### src/rtl/reservation_station_if.sv
// Shared types plus the dispatch / broadcast / issue bundle of a reservation station.
// Latency: none; this file only declares types and wires.
// Backpressure: dispatch_ready gates dispatch, fu_ready gates issue.

localparam int RS_PREG_W = 6;
localparam int RS_ROB_W  = 6;

typedef struct packed {
  logic [6:0]  opcode;
  logic [2:0]  funct3;
  logic [31:0] imm;
} decode_info_t;

typedef struct packed {
  logic                 valid;
  logic [RS_ROB_W-1:0]  rob_idx;
  logic [RS_PREG_W-1:0] pd_s;
  logic [4:0]           rd_s;
  logic [31:0]          rd_v;
} cdb_t;

interface reservation_station_if #(
  parameter int DEPTH         = 8,
  parameter int PHYS_REG_BITS = RS_PREG_W,
  parameter int ROB_IDX_BITS  = RS_ROB_W
);
  logic                     flush;
  logic                     dispatch_valid;
  logic                     dispatch_ready;
  decode_info_t             dispatch_info;
  logic [PHYS_REG_BITS-1:0] dispatch_ps1;
  logic [PHYS_REG_BITS-1:0] dispatch_ps2;
  logic                     dispatch_ps1_rdy;
  logic                     dispatch_ps2_rdy;
  logic [PHYS_REG_BITS-1:0] dispatch_pd;
  logic [4:0]               dispatch_rd;
  logic [ROB_IDX_BITS-1:0]  dispatch_rob_idx;
  cdb_t                     cdb_add;
  cdb_t                     cdb_mul;
  cdb_t                     cdb_div;
  logic                     fu_ready;
  logic                     start;
  decode_info_t             issue_info;
  logic [PHYS_REG_BITS-1:0] issue_ps1;
  logic [PHYS_REG_BITS-1:0] issue_ps2;
  logic [PHYS_REG_BITS-1:0] issue_pd;
  logic [4:0]               issue_rd;
  logic [ROB_IDX_BITS-1:0]  issue_rob_idx;
  logic [$clog2(DEPTH):0]   occupancy;

  // Producer side: dispatch stage, CDBs and the FU handshake.
  modport master (
    output flush, dispatch_valid, dispatch_info, dispatch_ps1, dispatch_ps2,
           dispatch_ps1_rdy, dispatch_ps2_rdy, dispatch_pd, dispatch_rd,
           dispatch_rob_idx, cdb_add, cdb_mul, cdb_div, fu_ready,
    input  dispatch_ready, start, issue_info, issue_ps1, issue_ps2, issue_pd,
           issue_rd, issue_rob_idx, occupancy
  );

  // Reservation station side.
  modport slave (
    input  flush, dispatch_valid, dispatch_info, dispatch_ps1, dispatch_ps2,
           dispatch_ps1_rdy, dispatch_ps2_rdy, dispatch_pd, dispatch_rd,
           dispatch_rob_idx, cdb_add, cdb_mul, cdb_div, fu_ready,
    output dispatch_ready, start, issue_info, issue_ps1, issue_ps2, issue_pd,
           issue_rd, issue_rob_idx, occupancy
  );
endinterface

### src/rtl/reservation_station.sv
// Buffers dispatched micro-ops, wakes sources from the CDBs, issues the oldest ready op.
// Latency: dispatch or wakeup in t gives start at t+2 at the earliest; start is registered.
// Backpressure: dispatch_ready drops when full; fu_ready=0 holds ready entries in place.

module reservation_station #(
  parameter int DEPTH         = 8,
  parameter int PHYS_REG_BITS = RS_PREG_W,
  parameter int ROB_IDX_BITS  = RS_ROB_W
) (
  input logic                  clk,
  input logic                  rst,
  reservation_station_if.slave io
);
  localparam int IDX_W = $clog2(DEPTH);
  localparam int OCC_W = IDX_W + 1;

  // Entry state. age_q[i][j]=1 means entry i was dispatched before entry j.
  logic [DEPTH-1:0]         valid_q, rdy1_q, rdy2_q;
  logic [DEPTH-1:0]         age_q [DEPTH];
  decode_info_t             info_q [DEPTH];
  logic [PHYS_REG_BITS-1:0] ps1_q [DEPTH];
  logic [PHYS_REG_BITS-1:0] ps2_q [DEPTH];
  logic [PHYS_REG_BITS-1:0] pd_q [DEPTH];
  logic [4:0]               rd_q [DEPTH];
  logic [ROB_IDX_BITS-1:0]  rob_q [DEPTH];
  logic [OCC_W-1:0]         occ_q;

  // Registered issue port; holds its last value while start is low.
  logic                     start_q;
  decode_info_t             iss_info_q;
  logic [PHYS_REG_BITS-1:0] iss_ps1_q, iss_ps2_q, iss_pd_q;
  logic [4:0]               iss_rd_q;
  logic [ROB_IDX_BITS-1:0]  iss_rob_q;

  logic [DEPTH-1:0] wake1, wake2, cand, blocked, win_vec;
  logic             disp_wake1, disp_wake2;
  logic [IDX_W-1:0] alloc_idx, win_idx;
  logic             win_vld, disp_ready, disp_acc, issue_fire;

  // A broadcast only wakes a tag when it carries a real architectural destination.
  function automatic logic bus_hit(input cdb_t b, input logic [PHYS_REG_BITS-1:0] p);
    return b.valid && (b.rd_s != 5'd0) && (b.pd_s == p);
  endfunction

  // Tag match of every CDB against stored sources and against the incoming dispatch.
  always_comb begin
    wake1 = '0;
    wake2 = '0;
    for (int i = 0; i < DEPTH; i++) begin
      wake1[i] = bus_hit(io.cdb_add, ps1_q[i]) | bus_hit(io.cdb_mul, ps1_q[i]) |
                 bus_hit(io.cdb_div, ps1_q[i]);
      wake2[i] = bus_hit(io.cdb_add, ps2_q[i]) | bus_hit(io.cdb_mul, ps2_q[i]) |
                 bus_hit(io.cdb_div, ps2_q[i]);
    end
    disp_wake1 = bus_hit(io.cdb_add, io.dispatch_ps1) | bus_hit(io.cdb_mul, io.dispatch_ps1) |
                 bus_hit(io.cdb_div, io.dispatch_ps1);
    disp_wake2 = bus_hit(io.cdb_add, io.dispatch_ps2) | bus_hit(io.cdb_mul, io.dispatch_ps2) |
                 bus_hit(io.cdb_div, io.dispatch_ps2);
  end

  // Lowest-index free slot receives the next dispatch.
  always_comb begin
    alloc_idx = '0;
    for (int i = DEPTH - 1; i >= 0; i--) begin
      if (!valid_q[i]) alloc_idx = IDX_W'(i);
    end
  end

  // Oldest-ready select: a candidate wins when no other candidate is older than it.
  always_comb begin
    cand    = valid_q & rdy1_q & rdy2_q;
    blocked = '0;
    for (int i = 0; i < DEPTH; i++) begin
      for (int j = 0; j < DEPTH; j++) begin
        if (cand[j] && age_q[j][i]) blocked[i] = 1'b1;
      end
    end
    win_vec = cand & ~blocked;
    win_idx = '0;
    for (int i = DEPTH - 1; i >= 0; i--) begin
      if (win_vec[i]) win_idx = IDX_W'(i);
    end
    win_vld = |cand;
  end

  // Ready is purely registered, so a slot freed by this cycle's issue waits a cycle.
  assign disp_ready = (occ_q != OCC_W'(DEPTH));
  assign disp_acc   = io.dispatch_valid && disp_ready;
  assign issue_fire = io.fu_ready && win_vld;

  // Control state: valid/ready bits, age matrix, occupancy and the issue register.
  always_ff @(posedge clk or negedge rst) begin
    if (!rst) begin
      valid_q    <= '0;
      rdy1_q     <= '0;
      rdy2_q     <= '0;
      occ_q      <= '0;
      start_q    <= 1'b0;
      iss_info_q <= '0;
      iss_ps1_q  <= '0;
      iss_ps2_q  <= '0;
      iss_pd_q   <= '0;
      iss_rd_q   <= '0;
      iss_rob_q  <= '0;
      for (int i = 0; i < DEPTH; i++) age_q[i] <= '0;
    end else if (io.flush) begin
      valid_q <= '0;
      occ_q   <= '0;
      start_q <= 1'b0;
    end else begin
      start_q <= issue_fire;
      if (issue_fire) begin
        iss_info_q       <= info_q[win_idx];
        iss_ps1_q        <= ps1_q[win_idx];
        iss_ps2_q        <= ps2_q[win_idx];
        iss_pd_q         <= pd_q[win_idx];
        iss_rd_q         <= rd_q[win_idx];
        iss_rob_q        <= rob_q[win_idx];
        valid_q[win_idx] <= 1'b0;
      end
      for (int i = 0; i < DEPTH; i++) begin
        if (valid_q[i]) begin
          if (wake1[i]) rdy1_q[i] <= 1'b1;
          if (wake2[i]) rdy2_q[i] <= 1'b1;
        end
      end
      if (disp_acc) begin
        valid_q[alloc_idx] <= 1'b1;
        rdy1_q[alloc_idx]  <= io.dispatch_ps1_rdy | disp_wake1;
        rdy2_q[alloc_idx]  <= io.dispatch_ps2_rdy | disp_wake2;
        for (int j = 0; j < DEPTH; j++) age_q[j][alloc_idx] <= valid_q[j];
        age_q[alloc_idx] <= '0;
      end
      occ_q <= occ_q + OCC_W'(disp_acc) - OCC_W'(issue_fire);
    end
  end

  // Payload of an accepted dispatch; no reset needed since valid_q qualifies it.
  always_ff @(posedge clk) begin
    if (disp_acc && !io.flush) begin
      info_q[alloc_idx] <= io.dispatch_info;
      ps1_q[alloc_idx]  <= io.dispatch_ps1;
      ps2_q[alloc_idx]  <= io.dispatch_ps2;
      pd_q[alloc_idx]   <= io.dispatch_pd;
      rd_q[alloc_idx]   <= io.dispatch_rd;
      rob_q[alloc_idx]  <= io.dispatch_rob_idx;
    end
  end

  // Broadcast ROB index and value are not needed for wakeup.
  logic unused_cdb_fields;
  assign unused_cdb_fields = ^{io.cdb_add.rob_idx, io.cdb_add.rd_v, io.cdb_mul.rob_idx,
                               io.cdb_mul.rd_v, io.cdb_div.rob_idx, io.cdb_div.rd_v};

  assign io.dispatch_ready = disp_ready;
  assign io.occupancy      = occ_q;
  assign io.start          = start_q;
  assign io.issue_info     = iss_info_q;
  assign io.issue_ps1      = iss_ps1_q;
  assign io.issue_ps2      = iss_ps2_q;
  assign io.issue_pd       = iss_pd_q;
  assign io.issue_rd       = iss_rd_q;
  assign io.issue_rob_idx  = iss_rob_q;
endmodule

### src/flat_wrapper.sv
// flat-port wrapper written by rule: the top's interface ports become plain ports
module reservation_station_flat 
#(
  parameter int DEPTH         = 8,
  parameter int PHYS_REG_BITS = RS_PREG_W,
  parameter int ROB_IDX_BITS  = RS_ROB_W
)
  (clk, rst, io_flush, io_dispatch_valid, io_dispatch_info, io_dispatch_ps1, io_dispatch_ps2, io_dispatch_ps1_rdy, io_dispatch_ps2_rdy, io_dispatch_pd, io_dispatch_rd, io_dispatch_rob_idx, io_cdb_add, io_cdb_mul, io_cdb_div, io_fu_ready, io_dispatch_ready, io_start, io_issue_info, io_issue_ps1, io_issue_ps2, io_issue_pd, io_issue_rd, io_issue_rob_idx, io_occupancy);
  reservation_station_if #(.DEPTH(DEPTH), .PHYS_REG_BITS(PHYS_REG_BITS), .ROB_IDX_BITS(ROB_IDX_BITS)) io_i ();
  input logic clk;
  input logic rst;
  input wire logic [$bits(io_i.flush)-1:0] io_flush;
  input wire logic [$bits(io_i.dispatch_valid)-1:0] io_dispatch_valid;
  input wire logic [$bits(io_i.dispatch_info)-1:0] io_dispatch_info;
  input wire logic [$bits(io_i.dispatch_ps1)-1:0] io_dispatch_ps1;
  input wire logic [$bits(io_i.dispatch_ps2)-1:0] io_dispatch_ps2;
  input wire logic [$bits(io_i.dispatch_ps1_rdy)-1:0] io_dispatch_ps1_rdy;
  input wire logic [$bits(io_i.dispatch_ps2_rdy)-1:0] io_dispatch_ps2_rdy;
  input wire logic [$bits(io_i.dispatch_pd)-1:0] io_dispatch_pd;
  input wire logic [$bits(io_i.dispatch_rd)-1:0] io_dispatch_rd;
  input wire logic [$bits(io_i.dispatch_rob_idx)-1:0] io_dispatch_rob_idx;
  input wire logic [$bits(io_i.cdb_add)-1:0] io_cdb_add;
  input wire logic [$bits(io_i.cdb_mul)-1:0] io_cdb_mul;
  input wire logic [$bits(io_i.cdb_div)-1:0] io_cdb_div;
  input wire logic [$bits(io_i.fu_ready)-1:0] io_fu_ready;
  output wire logic [$bits(io_i.dispatch_ready)-1:0] io_dispatch_ready;
  output wire logic [$bits(io_i.start)-1:0] io_start;
  output wire logic [$bits(io_i.issue_info)-1:0] io_issue_info;
  output wire logic [$bits(io_i.issue_ps1)-1:0] io_issue_ps1;
  output wire logic [$bits(io_i.issue_ps2)-1:0] io_issue_ps2;
  output wire logic [$bits(io_i.issue_pd)-1:0] io_issue_pd;
  output wire logic [$bits(io_i.issue_rd)-1:0] io_issue_rd;
  output wire logic [$bits(io_i.issue_rob_idx)-1:0] io_issue_rob_idx;
  output wire logic [$bits(io_i.occupancy)-1:0] io_occupancy;
  assign io_i.flush = io_flush;
  assign io_i.dispatch_valid = io_dispatch_valid;
  assign io_i.dispatch_info = io_dispatch_info;
  assign io_i.dispatch_ps1 = io_dispatch_ps1;
  assign io_i.dispatch_ps2 = io_dispatch_ps2;
  assign io_i.dispatch_ps1_rdy = io_dispatch_ps1_rdy;
  assign io_i.dispatch_ps2_rdy = io_dispatch_ps2_rdy;
  assign io_i.dispatch_pd = io_dispatch_pd;
  assign io_i.dispatch_rd = io_dispatch_rd;
  assign io_i.dispatch_rob_idx = io_dispatch_rob_idx;
  assign io_i.cdb_add = io_cdb_add;
  assign io_i.cdb_mul = io_cdb_mul;
  assign io_i.cdb_div = io_cdb_div;
  assign io_i.fu_ready = io_fu_ready;
  assign io_dispatch_ready = io_i.dispatch_ready;
  assign io_start = io_i.start;
  assign io_issue_info = io_i.issue_info;
  assign io_issue_ps1 = io_i.issue_ps1;
  assign io_issue_ps2 = io_i.issue_ps2;
  assign io_issue_pd = io_i.issue_pd;
  assign io_issue_rd = io_i.issue_rd;
  assign io_issue_rob_idx = io_i.issue_rob_idx;
  assign io_occupancy = io_i.occupancy;
  reservation_station #(.DEPTH(DEPTH), .PHYS_REG_BITS(PHYS_REG_BITS), .ROB_IDX_BITS(ROB_IDX_BITS)) u_core (.clk(clk), .rst(rst), .io(io_i));
endmodule
### config.mk
export PLATFORM = sky130hd
export DESIGN_NAME = reservation_station_flat
export DESIGN_NICKNAME = d
export VERILOG_FILES = /design/src/rtl/reservation_station_if.sv /design/src/rtl/reservation_station.sv /design/src/flat_wrapper.sv
export SDC_FILE = /design/constraint.sdc
export NUM_CORES = 1
export LEC_CHECK = 0
export CAP_MARGIN = 25
export CORE_MARGIN = 10
export CORE_UTILIZATION = 52
export CTS_BUF_LIST = sky130_fd_sc_hd__clkbuf_16
export DETAILED_ROUTE_END_ITERATION = 10
export GPL_TIMING_DRIVEN = 0
export PLACE_DENSITY = 0.77
export SLEW_MARGIN = 20
export SYNTH_ARGS = -nofsm -noshare
export SYNTH_HDL_FRONTEND = slang
export SYNTH_SLANG_ARGS = --single-unit
### constraint.sdc
create_clock -name clk -period 4.6 [get_ports clk]
set_input_delay 0.69 -clock clk [delete_from_list [all_inputs] [get_ports clk]]
set_output_delay 0.69 -clock clk [all_outputs]
set_load 0.03 [all_outputs]
### Word level (Yosys, flattened, before mapping)

Memories as Yosys holds them, arrays and structs flattened. A register that Yosys moved wholly into a read port is not among the register bits.
Cells that the tools add are included.

| operators by class | value |
|---|---|
| magnitude comparators | 6 |
| bitwise logic cells | 49 |
| mux-type cells | 154 |
| reduce and logical (&&, ||, !) cells | 140 |
| eq/ne operators | 55 |
| add/subtract/negate cells | 2 |

Operators with widths:

| operator | number |
|---|---|
| equality test 6 bit | 54 |
| logical AND 1 bit | 127 |
| 2-to-1 mux 1 bit | 117 |
| bitwise mux 8 bit | 10 |
| AND 64 bit | 1 |
| inverter 64 bit | 1 |
| 2-to-1 mux 8 bit | 7 |
| 2-to-1 mux 3 bit | 16 |
| bitwise OR 1 bit | 38 |
| AND 8 bit | 4 |
| demux 8 bit (select 3 bit) | 1 |
| inverter 8 bit | 2 |
| nonzero test 5 bit | 3 |
| < comparator 3 x 4 -> 1 bit (second input constant) | 2 |
| bitwise OR 8 bit | 1 |
| OR reduction 8 bit | 1 |
| zero test 1 bit | 7 |
| demux 1 bit (select 3 bit) | 2 |
| >= comparator 3 x 1 -> 1 bit (second input constant) | 2 |
| adder 4 x 1 -> 4 bit | 1 |
| >= comparator 4 bit (second input constant) | 1 |
| < comparator 4 x 1 -> 1 bit (second input constant) | 1 |
| 2-to-1 mux 4 bit | 1 |
| != test 4 bit (second input constant) | 1 |
| 4 further kinds | 5 |

| storage, ports and cells | value |
|---|---|
| bits in registers | 93 |
| word-level logic and storage cells | 425 |
| memories | 6 |
| RAM bits | 568 |

Memories:

| name | words | width | rd ports | clocked after memory_dff | write ports | RTL line | source |
|---|---|---|---|---|---|---|---|
| u_core.info_q | 8 | 42 | 1 | 1 | 1 | reservation_station.sv:20 | `decode_info_t info_q [DEPTH];` |
| u_core.pd_q | 8 | 6 | 1 | 1 | 1 | reservation_station.sv:23 | `logic [PHYS_REG_BITS-1:0] pd_q [DEPTH];` |
| u_core.ps1_q | 8 | 6 | 9 | 1 | 1 | reservation_station.sv:21 | `logic [PHYS_REG_BITS-1:0] ps1_q [DEPTH];` |
| u_core.ps2_q | 8 | 6 | 9 | 1 | 1 | reservation_station.sv:22 | `logic [PHYS_REG_BITS-1:0] ps2_q [DEPTH];` |
| u_core.rob_q | 8 | 6 | 1 | 1 | 1 | reservation_station.sv:25 | `logic [ROB_IDX_BITS-1:0] rob_q [DEPTH];` |
| u_core.rd_q | 8 | 5 | 1 | 1 | 1 | reservation_station.sv:24 | `logic [4:0] rd_q [DEPTH];` |

### Depth between registers and ports, before layout

Gate-level depths: netlist of the first run.

| logic depth | value |
|---|---|
| word-level depth | 32 |
| depth in mapped cells | 13 |
| depth with buffers taken out | 11 |

### Least setup slack after synthesis of the first run

OpenSTA, ideal clock, no wires.

| timing path | value |
|---|---|
| path kind | flip-flop to flip-flop |
| from | reg u_core.occ_q[2] (netlist: u_core.io.occupancy[2]) |
| to | mem u_core.info_q[5][0] (netlist name) (enable) |
| cell stages (with the launch flop) | 10 |
| library setup time | 0.463 ns |
| clock period less this slack | 4.885 ns |
| required time | 4.137 ns |
| data arrival time | 4.422 ns |
| slack | -0.285 ns |
| cell sequence | dfrtp_1 inv_1 ha_1 or3b_2 nand2_1 nor2_1 nand3_1 a211o_1 nor2_1 clkbuf_1 |

| between the ends | value |
|---|---|
| cells in the longest elaborated chain, start to end | 5 |

Ends and longest elaborated chain:

| item | RTL line | source |
|---|---|---|
| start, declared | reservation_station.sv:26 | `logic [OCC_W-1:0] occ_q;` |
| start signal, assigned | reservation_station.sv:134 | `occ_q <= occ_q + OCC_W'(disp_acc) - OCC_W'(issue_fire);` |
| != test 4 bit | reservation_station.sv:87 | `assign disp_ready = (occ_q != OCC_W'(DEPTH));` |
| via io_dispatch_ready | flat_wrapper.sv:26 | `output wire logic [$bits(io_i.dispatch_ready)-1:0] io_dispatch_ready;` |
| logical AND 1 bit | reservation_station.sv:88 | `assign disp_acc = io.dispatch_valid && disp_ready;` |
| logical AND 1 bit | reservation_station.sv:140 | `if (disp_acc && !io.flush) begin` |
| 2-to-1 mux 1 bit | reservation_station.sv:140 |  |
| 2-to-1 mux 1 bit (not written as such) | reservation_station.sv:141 | `info_q[alloc_idx] <= io.dispatch_info;` |
| end, declared | reservation_station.sv:20 |  |

The timed path passes the listed nets, and every way through them passes these cells.

### Worst setup path after layout of the first run

| timing path | value |
|---|---|
| from | reg u_core.rdy2_q[5] |
| to | reg u_core.valid_q[2] |

| between the ends | value |
|---|---|
| cells in the longest elaborated chain, start to end | 26 |
| elaborated cells on any way between the ends | 57 |
| classes of those cells | order compare: 2; mux: 38; bitwise: 6; reduce/logical: 11 |

Ends and longest elaborated chain:

| item | RTL line | source |
|---|---|---|
| start, declared | reservation_station.sv:18 | `logic [DEPTH-1:0] valid_q, rdy1_q, rdy2_q;` |
| start signal, assigned by index | reservation_station.sv:130 | `rdy2_q[alloc_idx] <= io.dispatch_ps2_rdy \| disp_wake2;` |
| AND 8 bit (*) | reservation_station.sv:71 | `cand = valid_q & rdy1_q & rdy2_q;` |
| logical AND 1 bit | reservation_station.sv:75 | `if (cand[j] && age_q[j][i]) blocked[i] = 1'b1;` |
| 2-to-1 mux 1 bit (3 in series) | reservation_station.sv:75 |  |
| inverter 8 bit | reservation_station.sv:78 | `win_vec = cand & ~blocked;` |
| AND 8 bit | reservation_station.sv:78 |  |
| 2-to-1 mux 3 bit (8 in series) | reservation_station.sv:81 | `if (win_vec[i]) win_idx = IDX_W'(i);` |
| < comparator 3 x 4 -> 1 bit (not written as such) or >= comparator 3 x 1 -> 1 bit (tied branches) | reservation_station.sv:119 | `valid_q[win_idx] <= 1'b0;` |
| logical AND 1 bit (not written as such) | reservation_station.sv:119 |  |
| 2-to-1 mux 1 bit (not written as such) | reservation_station.sv:119 |  |
| demux 1 bit (select 3 bit) | n/a |  |
| inverter 8 bit (no line) | n/a |  |
| AND 8 bit (no line) | n/a |  |
| 2-to-1 mux 8 bit (*) | reservation_station.sv:112 | `if (issue_fire) begin` |
| 2-to-1 mux 8 bit (*) | reservation_station.sv:106 | `end else if (io.flush) begin` |
| bitwise OR 8 bit (no line) | n/a |  |
| 2-to-1 mux 8 bit (*) | reservation_station.sv:127 | `if (disp_acc) begin` |
| 2-to-1 mux 8 bit (*) | reservation_station.sv:106 |  |
| end signal, assigned | reservation_station.sv:107 | `valid_q <= '0;` |
| end signal, assigned by index | reservation_station.sv:119 |  |
| end signal, assigned by index | reservation_station.sv:128 | `valid_q[alloc_idx] <= 1'b1;` |
| end, declared | reservation_station.sv:18 |  |

Mark *: on every way between the ends. The rest lies on a longest branch, timed or not. The select of a mux whose other input is x is not followed.
A chain may end at the register's enable or synchronous reset.

==> results.txt, run 1 <==
status - finished clean
flop-to-flop setup slack - 0.38 ns
Max Cap Viol - 0
Tightest Pin Transition - 1.171 ns
Max Transition Viols Final - 0
Pwr Density - 477.5 nW/um2
CTS resizes - 0
final antenna-violating net count - 0
DR WL/cell - 29.10 um
post-synthesis cell area - 30900 um2
RSZ-0062 raised after global routing - false
R2R depth - 10
final worst-path cycle share - 91.81%
first-pass GRT wire length - 140.5 mm
# rows - 89
Total GRT Usage - 26.52%
sequential fraction of the synthesis area - 68.48%
Seq cells post-synth - 732
layout cells sized above 1 - 6.963%
worst min-delay path class - input port to async pin
layout net count - 2673
Flop pwr share - 46.9%
Initial Util - 52.46%
clock net sink count - 732
CTS max path bufs - 3
cts-stage hold buffer count - 0
Yosys cell types - 63
worst-skew pair later-pin latency - 0.64 ns
WS Path Type - flop to flop
DIE AREA - 69570 um2
CP max FO - 10
RR Startpoint - u_core.rdy2_q[5]$_DFFE_PN0N_
Clock Skew - 0.02750 ns
drt first pass iters - 7
kind of end point of the critical path - flop
min Tclk post-route - 4.223 ns
largest net degree at the start of global routing - 92
H-tree levels - 3
DIE HEIGHT - 263.8 um
number of enable flip-flop cells after synthesis - 568
initial drt markers - 3422
Sw Pwr - 4953 uW
ys flop type - edfxtp_1
YS warnings - 0
critical path launch point type - flop
setup_tns - 0 ns
Reg-to-Reg End - u_core.valid_q[2]$_DFF_PN0_
Sw Ratio - 28.48%
via/cell ratio - 6.583
Combinational Power Share - 18.4%
IO Pins - 305
fin cells - 3275
Clock Tree Root - clkbuf_16
Post-CTS Setup Bufs - 0
# setup viols final - 0
dpl hpwl - 60.91 mm
core area - 58910 um2
drt drc - 0
post-synthesis net count - 2411
worst IR drop on VDD - 514.1 uV
final hold vios - 0
Die Wd - 263.8 um
crit path from - u_core.rdy2_q[5]$_DFFE_PN0N_
fmax - 236.8 MHz
Vias - 21560
RePlAce Congestion - 0.9502
vias in the first global route - 21860
crit path DAT - 4.74 ns
Avg Synthesized Cell Area - 14.19 um2
WL final - 95.29 mm
CTS Buf Count - 74
share of flip-flops with an asynchronous set or reset - 22.40%
leakage - 0.01297 uW
clock power share - 34.7%
Cell Int Power - 12440 uW
grt ovf - 0
Clock transition at path regs - 0.06 ns
placed cell count - 3135
Slew HR - 21.93%
PortBufs - 171
Power, Total - 17390 uW
CTS tree - built
Worst EP required - 5.12 ns
cells after synthesis - 2177
Area Overhead vs Synth - 17.88%
initial antenna violation count - 11
cell type report:
type,count,area [um2]
timing repair buffer,186,2042
clock inverter,61,568.0
clock buffer,75,1877
tap,773,967.2
sequential,732,21160
inverter,19,71.32
buffer,164,753.2
antenna,3,7.507
multi-input combinational,1262,8980
fill,4319,22480
worst max path at each step:
stage,endpoint,slack (ns),depth (start not counted)
finish,u_core.valid_q[2]$_DFF_PN0_,0.38,10
global route,u_core.valid_q[2]$_DFF_PN0_,0.32,10
CTS,u_core.valid_q[2]$_DFF_PN0_,0.48,10
detailed placement,u_core.rdy2_q[4]$_DFFE_PN0N_,0.47,7
global placement,u_core.io.issue_rob_idx[0]$_DFFE_PN0P_,-4.74,1
floorplan,u_core.info_q[2][0]$_DFFE_PP_,0.07,8
power groups by stage:
stage | registers [uW] | logic [uW] | clock network, uW
after floorplan | 8740 | 1190 | 0
after global placement | 8270 | 3080 | 0
after detailed placement | 8260 | 3180 | 0
after CTS | 8140 | 3210 | 6060
after global routing | 8190 | 3420 | 6300
final | 8150 | 3200 | 6030
logic make-up (layout without fill, tap and decap cells):
family          count (synthesis)  after routing  synth area share, %
xor+xnor                      326            326                9.240
mux                            20             20               0.6600
compound gates                378            378                10.43
other cells                     0              3                    0
buf+inv                       183            505                2.510
simple gates                  532            532                8.410
flops                         732            732                68.48
fa+ha+maj                       6              6               0.2672
registers in the layout (all words and copies together) (netlist names), 40 cells and up:
signal                flops
u_core.info_q           336
u_core.age_q             64
u_core.pd_q              48
u_core.ps1_q             48
u_core.ps2_q             48
u_core.rob_q             48
u_core.io.issue_info     42
u_core.rd_q              40
Yosys cell counts (8+ instances only):
cell type  count  area, um2
xor2_1       169       1480
nor2b_1       10      62.56
a31oi_1       70      437.9
a41o_1        59      590.6
nand2_1      170      638.1
clkbuf_1     125      469.2
buf_6          8      90.09
nor2_1       150      563.0
a222oi_1     142       1421
nor3_1        10      50.05
xnor2_1      157       1375
and3_1        11      68.82
a311oi_1      12      105.1
dfrtp_1      164       4104
inv_1         19      71.32
o21ai_0        8      40.04
buf_2         21      105.1
nand4_1       79      494.2
nand3_1       12      60.06
buf_1          8      30.03
a21oi_1       24      120.1
edfxtp_1     568      17060
and4_1        15      131.4
nor4_1        53      331.6
mux2i_1       17      170.2
worst max-delay path, cell delays in order (launching register included):
cell and delay, ns:
dfrtp_1 0.40, and3_1 0.19, clkbuf_1 0.26, a22o_1 0.34
nor3_4 0.34, nor2_1 0.15, nor2_2 0.75, buf_2 0.51
buf_1 0.58, nand3_1 0.28, a31o_2 0.31
per-layer routing:
| metal | GRT usage, % | share of wire (%) | up-vias | wire length (um) |
|---|---|---|---|---|
| li1 | - | - | 9025 | - |
| met1 | 34.39 | 38 | 10780 | 35880 |
| met4 | 12.12 | 4.0 | 16 | 3768 |
| met2 | 42.28 | 47 | 1478 | 45220 |
| met5 | 0 | 0.12 | - | 115 |
| met3 | 5.790 | 11 | 258 | 10310 |
stage by stage:
step | cell area [um2] | setup WS [ns] | hold slack (ns) | util, %
final | 36430 | 0.3767 | 0.09813 | 61.84
after floorplan | 30900 | 0.07444 | 0.3944 | -
after detailed placement | 33960 | 0.4708 | 0.4704 | 57.65
after global placement | 33580 | -4.738 | 0.4608 | 57.01
after CTS | 36400 | 0.4841 | 0.1107 | 61.80
after global routing | 36430 | 0.3179 | 0.1363 | 61.84
cell usage in the layout (no fill, tap or decap), types with 15 or more instances in the layout:
| cell type | count |
|---|---|
| edfxtp_1 | 568 |
| nand2_1 | 170 |
| clkdlybuf4s50_1 | 170 |
| xor2_1 | 169 |
| dfrtp_1 | 164 |
| xnor2_1 | 157 |
| nor2_1 | 149 |
| a222oi_1 | 142 |
| clkbuf_1 | 117 |
| nand4_1 | 79 |
| clkbuf_16 | 75 |
| a31oi_1 | 70 |
| a41o_1 | 59 |
| nor4_1 | 51 |
| inv_1 | 36 |
| a21oi_1 | 24 |
| buf_2 | 21 |
| mux2i_1 | 17 |
| clkinv_1 | 16 |
| and4_1 | 15 |
Power figures use the tool's default switching activity.
==> run 2, diff against run 1 <==
--- a/config.mk
+++ b/config.mk
@@ -12,6 +12,7 @@
 export DETAILED_ROUTE_END_ITERATION = 10
 export GPL_TIMING_DRIVEN = 0
 export PLACE_DENSITY = 0.77
+export RECOVER_POWER = 50
 export SLEW_MARGIN = 20
 export SYNTH_ARGS = -nofsm -noshare
 export SYNTH_HDL_FRONTEND = slang
==> run 2 against run 1 <==
Effect of this change: the flow now finishes with violations (max-capacitance violations, max-slew violations); largest cell class unchanged; critical path depth unchanged; clock power is essentially flat; routed wire length rose by 0.14%; non-clock buffer count stayed put; fmax down 0.37%; hold slack gained 0.39 ns; first-iteration DRC count fell by 1.3%; via count increased by 0.55%.
==> results.txt, run 2 (same netlist as run 1, synthesis figures left out) <==
busiest grt layer - met2
Clock transition at path regs - 0.06 ns (about the same)
Clock Tree Root - clkbuf_16
drt drc - 0 (unchanged)
Placement Cell Area - 33960 um2 (unchanged)
drt first pass iters - 8 (+1)
WS Path Type - flop to flop
Initial Util - 52.46% (unchanged)
CTS Buf Count - 74 (unchanged)
initial antenna violation count - 15 (+4)
PortBufs - 171 (unchanged)
DIE AREA - 69570 um2 (unchanged)
via/cell ratio - 6.611 (+0.42%)
H-tree levels - 3 (unchanged)
clock net sink count - 732 (unchanged)
number of fill cells - 4318 (-0.023%)
Most flops, register - u_core.info_q
leakage - 0.01299 uW (+0.15%)
final antenna-violating net count - 0 (unchanged)
failing checks - max-capacitance violations, max-slew violations
CTS tree - built
final worst-path cycle share - 92.16% (+0.34 points)
dpl hpwl - 60.91 mm (unchanged)
M3 GR Usage - 5.790% (unchanged)
DR WL/cell - 29.10 um (about the same)
Die Wd - 263.8 um (unchanged)
Register Area - 21160 um2 (unchanged)
Combinational Power Share - 18.1% (-0.3 points)
clock power share - 34.9% (+0.2 points)
grt ovf - 0 (unchanged)
IO Pins - 305 (unchanged)
Max Cap Viol - 1 (+1)
# setup viols final - 0 (unchanged)
most common cell after layout, fill and taps aside - edfxtp_1
fmax - 235.9 MHz (-0.37%)
Top Registers - u_core.info_q (336), u_core.age_q (64)
crit path DAT - 4.76 ns (+0.02 ns)
multi-input combinational cell area - 8980 um2 (unchanged)
Tightest Pin Transition - 2.455 ns (+1.283 ns)
first-pass GRT wire length - 140.5 mm (unchanged)
layout net count - 2673 (unchanged)
core area - 58910 um2 (unchanged)
RSZ-0062 raised after global routing - false
Slew HR - -63.63% (-86 points)
most frequent cells in the layout - edfxtp_1, nand2_1, xor2_1
min Tclk post-route - 4.239 ns (+0.01587 ns)
Worst EP required - 5.12 ns (about the same)
worst min-delay path class - flop to flop
CTS resizes - 0 (unchanged)
fin area - 36430 um2 (unchanged)
layout cells sized above 1 - 6.963% (unchanged)
Clock Skew - 0.02793 ns (+0.0004268 ns)
Total GRT Usage - 26.52% (unchanged)
critical path launch point type - flop
Max Transition Viols Final - 74 (+74)
CTS max path bufs - 3 (unchanged)
final hold vios - 0 (unchanged)
WL final - 95.42 mm (+0.14%)
GR Util met2 - 42.28% (unchanged)
Sw Pwr - 4958 uW (about the same)
GR Util met1 - 34.39% (unchanged)
Area Overhead vs Synth - 17.88% (unchanged)
Pwr Density - 475.8 nW/um2 (-0.35%)
# rows - 89 (unchanged)
initial drt markers - 3376 (-1.3%)
CP max FO - 10 (unchanged)
flip-flop count of the largest register after layout - 336 (unchanged)
kind of end point of the critical path - flop
core occupancy in the finished layout - 61.84% (unchanged)
Cell Int Power - 12370 uW (-0.53%)
status - finished with violations
Vias - 21680 (+0.55%)
DIE HEIGHT - 263.8 um (unchanged)
Post-CTS Setup Bufs - 0 (unchanged)
largest net degree at the start of global routing - 92 (unchanged)
cts-stage hold buffer count - 0 (unchanged)
worst-skew pair later-pin latency - 0.63 ns (about the same)
RePlAce Congestion - 0.9502 (unchanged)
Sw Ratio - 28.61% (+0.13 points)
Flop pwr share - 47.0% (about the same)
vias in the first global route - 21860 (unchanged)
worst IR drop on VDD - 506.9 uV (-1.4%)
==> run 2: changes by cell type in the layout (fill, tap and decap cells not counted), sizes merged <==
cell           before  now
clkdlybuf4s50     170   65
dlygate4sd3         0  105
diode               3    7
buf                53   52
clkbuf            202  203
==> run 2: cell type report <==
type,instances,share of cell area (%)
repair buffers,186,5.578
plain buffers,164,2.068
diodes,7,0.04809
flip-flops and latches,732,58.09
clock buffers,75,5.152
inverters,19,0.1958
multi-input cells,1262,24.65
clock inverters,61,1.559
well taps,773,2.655
==> run 2: path summary, 6_finish.rpt <==
check                           slack (ns)                                   end                         start  cells after the start
worst max-delay path                  0.36           u_core.valid_q[2]$_DFF_PN0_  u_core.rdy2_q[5]$_DFFE_PN0N_                     10
worst min-delay path                  0.49          u_core.age_q[61]$_DFFE_PN0P_  u_core.age_q[61]$_DFFE_PN0P_                      1
worst max register to register        0.36           u_core.valid_q[2]$_DFF_PN0_  u_core.rdy2_q[5]$_DFFE_PN0N_                     10
worst min register to register        0.49          u_core.age_q[61]$_DFFE_PN0P_  u_core.age_q[61]$_DFFE_PN0P_                      1
max in group asynchronous             2.35  u_core.io.issue_info[31]$_DFFE_PN0P_                           rst                      1
min in group asynchronous             0.81    u_core.io.issue_ps1[3]$_DFFE_PN0P_                           rst                      1
==> run 2: through the flow <==
stage               TNS (ns)  power, uW  setup slack (ns)  cells  hold WS, ns
finish                     0      17330            0.3608   3279       0.4917
global route               0      17840            0.3179   3275       0.5020
CTS                        0      17410            0.4841   3271       0.1107
detailed placement         0      11440            0.4708   3135       0.4704
global placement    -1721.45      11340            -4.738   3121       0.4608
floorplan                  0       9929           0.07444   2177       0.3944
==> run 2: power by group through the flow <==
stage / Combinational, uW / Sequential, uW / Clock [uW]
2_1_floorplan: 1190 / 8740 / 0
3_5_place_dp: 3180 / 8260 / 0
5_1_grt: 3350 / 8180 / 6300
4_1_cts: 3210 / 8140 / 6060
3_3_place_gp: 3080 / 8270 / 0
6_report: 3140 / 8150 / 6040
==> run 2: metal layers <==
layer / share of wire (%) / vias to the layer above
met2: 48 / 1556
met4: 3.6 / 16
li1: - / 9034
met1: 37 / 10840
met3: 11 / 232
met5: 0.11 / -
==> run 2: critical path, cell delays in order (launching register included) <==
cell      delay (ns)
dfrtp_1         0.40
and3_1          0.19
clkbuf_1        0.26
a22o_1          0.34
nor3_4          0.33
nor2_1          0.15
nor2_2          0.74
buf_2           0.51
buf_1           0.57
nand3_1         0.30
a31o_2          0.32
==> RTL change 1 (settings of run 1) <==
Make the reset (`rst`) synchronous in one clocked block.
--- a/src/rtl/reservation_station.sv
+++ b/src/rtl/reservation_station.sv
@@ -89,7 +89,7 @@
   assign issue_fire = io.fu_ready && win_vld;
 
   // Control state: valid/ready bits, age matrix, occupancy and the issue register.
-  always_ff @(posedge clk or negedge rst) begin
+  always_ff @(posedge clk) begin
     if (!rst) begin
       valid_q    <= '0;
       rdy1_q     <= '0;
Check against the original RTL: differs if rst is asserted again (counterexample within 4 cycles, from zero or initial values and one cycle with rst low); with rst held inactive, the same outputs for 4 cycles.
==> RTL change 1 against run 1 <==
- worst setup slack worse by 0.27 ns
- clock skew rose by 0.0014 ns
- sequential share of layout area fell by 6.3 points
- wire length up 25%
- hold slack better by 0.34 ns
- non-clock buffer count is 82 higher
- first-iteration DRC count up 16%
- design area increased by 7.8%
- critical endpoint is now u_core.io.issue_ps2[4]$_SDFFE_PN0P_
- critical path depth increased by 2
- sequential cell count is the same
- area after synthesis up 8.2%
- final cell count is 21% higher
- die area is 7.6% higher
Power is not compared: it rests on default switching activity, and its combinational part moved more than twofold at a synthesized area within 25%.
==> RTL change 1: results (changes against run 1) <==
largest net degree at the start of global routing: 65 (-29%)
multiplexer share of the synthesized area: 0.0898% (-0.57 points)
Synth Area in Compound Gates: 17.3% (+6.9 points)
Final Util: 61.9% (+0.067 points)
post-placement cell area: 36600 sq um (+7.8%)
Final nets: 3274 (+22%)
DRT Pass-1 Iters: 8 (+1)
final global-route overflow total: 0 (unchanged)
CP delay by family, top: buffers and inverters
global-route wire length before repair: 172000 um (+22%)
hpwl dp: 79900 um (+31%)
vias post-DR: 26450 (+23%)
register area share after synthesis: 60.8% (-7.7 points)
top post-synthesis cells by area: edfxtp_1, dfxtp_1, xnor2_1
Placed Cells: 3805 (+21%)
routability cong.: 0.970 (+2.0%)
Async SR Flop Fraction: 0% (-22 points)
Largest regs: u_core.info_q: 336 flops, u_core.age_q: 64 flops
setup_tns: 0 ns (unchanged)
H-tree lvl count: 3 (unchanged)
Post-Synth XOR/XNOR Area: 8.54% (-0.70 points)
synth cell count leaders: edfxtp_1, xnor2_1, clkbuf_1
crit-path max FO: 10 (unchanged)
M1 WL: 46300 um (+29%)
Root Buffer: clkbuf_16
DP Worst Slack: 0.0538 ns (-0.417 ns)
TritonCTS buffer count: 78 (+5.4%)
share of layout cells above drive strength 1: 6.70% (-0.26 points)
clock slew at reported path FFs: 0.07 ns
status: completed
Clock Skew: 0.0289 ns (+0.00141 ns)
1st-iter DRT viols: 3968 (+16%)
Worst VDD drop: 0.341 mV
slowest stage delay, CP: 0.78 ns (+0.03 ns)
Critical-path top delay cell: clkbuf_1
met2 wire length: 55400 um (+23%)
Post-synth EDFFs: 568 (unchanged)
clock buffer depth: 3 (unchanged)
Hold Path Class: reg -> reg
wire per inst: 30.2 um (+3.7%)
initial antenna violation count: 7 (-4)
Overall Global Routing Usage: 30.8% (+4.3 points)
Layout fillers: 4854 (+12%)
Max-slew headroom: 22.4% (+0.45 points)
yosys warns: 0 (unchanged)
syn nets: 3006 (+25%)
post-synth cell types: 59 (-6.3%)
metal3 WL: 12900 um (+25%)
Clk Latency, worst-skew pair: 0.64 ns (about the same)
crit path DAT: 4.98 ns (+0.24 ns)
Post-Layout Cell Count: 3955 (+21%)
cells after synthesis: 2772 (+27%)
post-synthesis adder-cell area fraction: 0.247% (-0.020 points)
==> RTL change 1: changes by cell type after synthesis, moves of 83 or more <==
cell / delta
a222oi_1: -142
o31ai_1: +83
dfxtp_1: +164
and3_1: +90
o211ai_1: +142
dfrtp_1: -164
nand2_1: -118
inv_1: +146
o21ai_0: +165
nor2_1: -103
==> RTL change 1: per-layer routing <==
layer	up-vias	global-route usage (%)
met5	-	0
met1	13086	40.6
met4	6	12.6
li1	11154	-
met2	1893	49.5
met3	311	5.80
==> RTL change 1: final cells by class <==
type | instances | area share, %
Sequential cell | 732 | 51.8
Multi-Input combinational cell | 1627 | 29.4
Timing Repair Buffer | 188 | 5.15
Clock buffer | 80 | 5.10
Tap cell | 846 | 2.70
Buffer | 244 | 2.44
Inverter | 169 | 1.71
Clock inverter | 64 | 1.62
Antenna cell | 5 | 0.0319
==> RTL change 1: worst paths after layout <==
path,depth (start not counted),to,start,slack [ns]
min,2,u_core.age_q[1][1]$_SDFFE_PP0P_,u_core.age_q[1][1]$_SDFFE_PP0P_,0.43
min reg2reg,2,u_core.age_q[1][1]$_SDFFE_PP0P_,u_core.age_q[1][1]$_SDFFE_PP0P_,0.43
max,12,u_core.io.issue_ps2[4]$_SDFFE_PN0P_,u_core.valid_q[6]$_SDFF_PP0_,0.11
max reg2reg,12,u_core.io.issue_ps2[4]$_SDFFE_PN0P_,u_core.valid_q[6]$_SDFF_PP0_,0.11
==> RTL change 1: power groups by stage <==
stage	sequential, mW	combinational [mW]	clock, mW
after CTS	7.19	0.605	6.54
after global placement	7.34	0.577	0
after global routing	7.19	0.645	6.82
after detailed placement	7.33	0.602	0
final	7.19	0.619	6.55
after floorplan	7.33	0.283	0
==> RTL change 2 (settings of run 1) <==
Without the edit above. `RS_ROB_W`: 6 -> 7.
--- a/src/rtl/reservation_station_if.sv
+++ b/src/rtl/reservation_station_if.sv
@@ -3,7 +3,7 @@
 // Backpressure: dispatch_ready gates dispatch, fu_ready gates issue.
 
 localparam int RS_PREG_W = 6;
-localparam int RS_ROB_W  = 6;
+localparam int RS_ROB_W  = 7;
 
 typedef struct packed {
   logic [6:0]  opcode;
Ports: changed (5 resized); port bits go from 305 to 310. No check against the original RTL was run, so the function may have changed too.
==> RTL change 2 against run 1 <==
- the flow now finishes with violations (design-rule violations)
- wire length rose by 1.4%
- worst setup slack got worse by 0.17 ns
- sequential cell count rose by 9
- die area rose by 0.81%
- highest routed layer unchanged
- first-iteration DRC count rose by 5.8%
- design area rose by 1.2%
- count of clock-buffer cells in the layout rose by 3
- fmax fell by 3.8%
- area after synthesis rose by 0.88%
- power rose by 0.87%
- largest power group unchanged
- synthesized cell count rose by 0.69%
==> RTL change 2: results (changes against run 1) <==
ANT cells: 0 (-3)
Layout fillers: 4266 (-1.2%)
FF-to-FF path depth: 11 (+1)
Crit. Startpoint: u_core.valid_q[4]$_DFF_PN0_
syn nets: 2430 (+0.79%)
DRC: 7 (+7)
Largest regs: u_core.info_q: 336 flops, u_core.age_q: 64 flops, u_core.rob_q: 56 flops
LEAKAGE: 13.1 nW (+1.3%)
top post-synthesis cells by area: edfxtp_1, dfrtp_1, xor2_1
vias in the first global route: 22326 (+2.1%)
Worst VDD drop: 0.497 mV (-3.2%)
Placed Cells: 3158 (+0.73%)
failing checks: design-rule violations
post-synth cell types: 64 (+1.6%)
initial antenna violation count: 5 (-6)
WL final: 96600 um (+1.4%)
Overall Global Routing Usage: 27.0% (+0.46 points)
mean post-synth cell area: 14.2 sq um (+0.19%)
status: finished, violations left
CP delay by family, top: buffers and inverters
routability cong.: 0.961 (+1.1%)
DRT Pass-1 Iters: 11 (+4)
Final nets: 2705 (+1.2%)
Max-slew headroom: 21.8% (-0.13 points)
share of layout cells above drive strength 1: 7.24% (+0.28 points)
global-route wire length before repair: 143000 um (+1.6%)
slowest stage delay, CP: 0.60 ns (-0.15 ns)
hpwl dp: 61700 um (+1.2%)
Reg2Reg Setup Slack: 0.21 ns (-0.17 ns)
Async SR Flop Fraction: 22.3% (-0.14 points)
synth cell count leaders: edfxtp_1, xor2_1, nand2_1
vias per cell: 6.64 (+0.90%)
IO buf count: 174 (+1.8%)
-- RTL change 2: cell count changes after synthesis, moves of 6 or more --
cell      change
clkbuf_1     -16
nor3_1        +6
xnor2_1      -14
buf_1         +7
a31oi_1       +6
o21ai_0       +7
xor2_1       +14
a21oi_1       +9
nor2_1        -8
mux2i_1       -8
nand2_1      +11
edfxtp_1      +8
-- RTL change 2: final cells by class --
class                      instances  area [sq um]  share of cell area (%)
buffer                           155           738                    2.00
clock buffer                      78          1950                    5.30
clock inverter                    58           458                    1.24
inverter                          20          75.1                   0.204
multi-input combinational       1276          9010                    24.4
sequential                       741         21400                    58.1
tap                              773           967                    2.62
timing repair buffer             199          2230                    6.05
-- RTL change 2: power by group --
part	switching, mW	internal, mW
Sequential	0.488	7.79
Combinational	1.94	1.33
Clock	2.57	3.42
Total	5.01	12.5
-- RTL change 2: cells by family after synthesis --
family,share of synthesized area (%)
flops,68.7
mux,0.397
xor+xnor,9.16
fa+ha+maj,0.265
compound gates,10.7
buf+inv,2.43
simple gates,8.34
-- RTL change 2: repair_timing --
item / 4_1_cts / 5_1_grt
setup endpoints to repair: 0 / 50
resized for setup: 0 / 1
hold endpoints to repair: 4 / 0
hold buffers: 1 / 0
buffers inserted: 0 / 0
-- RTL change 2: stage by stage --
step	util, %	TNS, ns	hold slack, ns
6_report	62.2	0	0.439
5_1_grt	62.2	0	0.447
4_1_cts	62.1	0	0.433
3_5_place_dp	58.0	0	0.468
3_3_place_gp	57.2	-1731.60	0.460
2_1_floorplan	-	0	0.394
-- RTL change 2: routing by layer --
layer  GRT usage [%]  share of wire (%)  vias up
met1            33.8                 36    10836
met5               0              0.071        -
met4            12.5                4.3       10
met3            7.16                 13      325
met2            43.5                 47     1612
li1                -                  -     9134
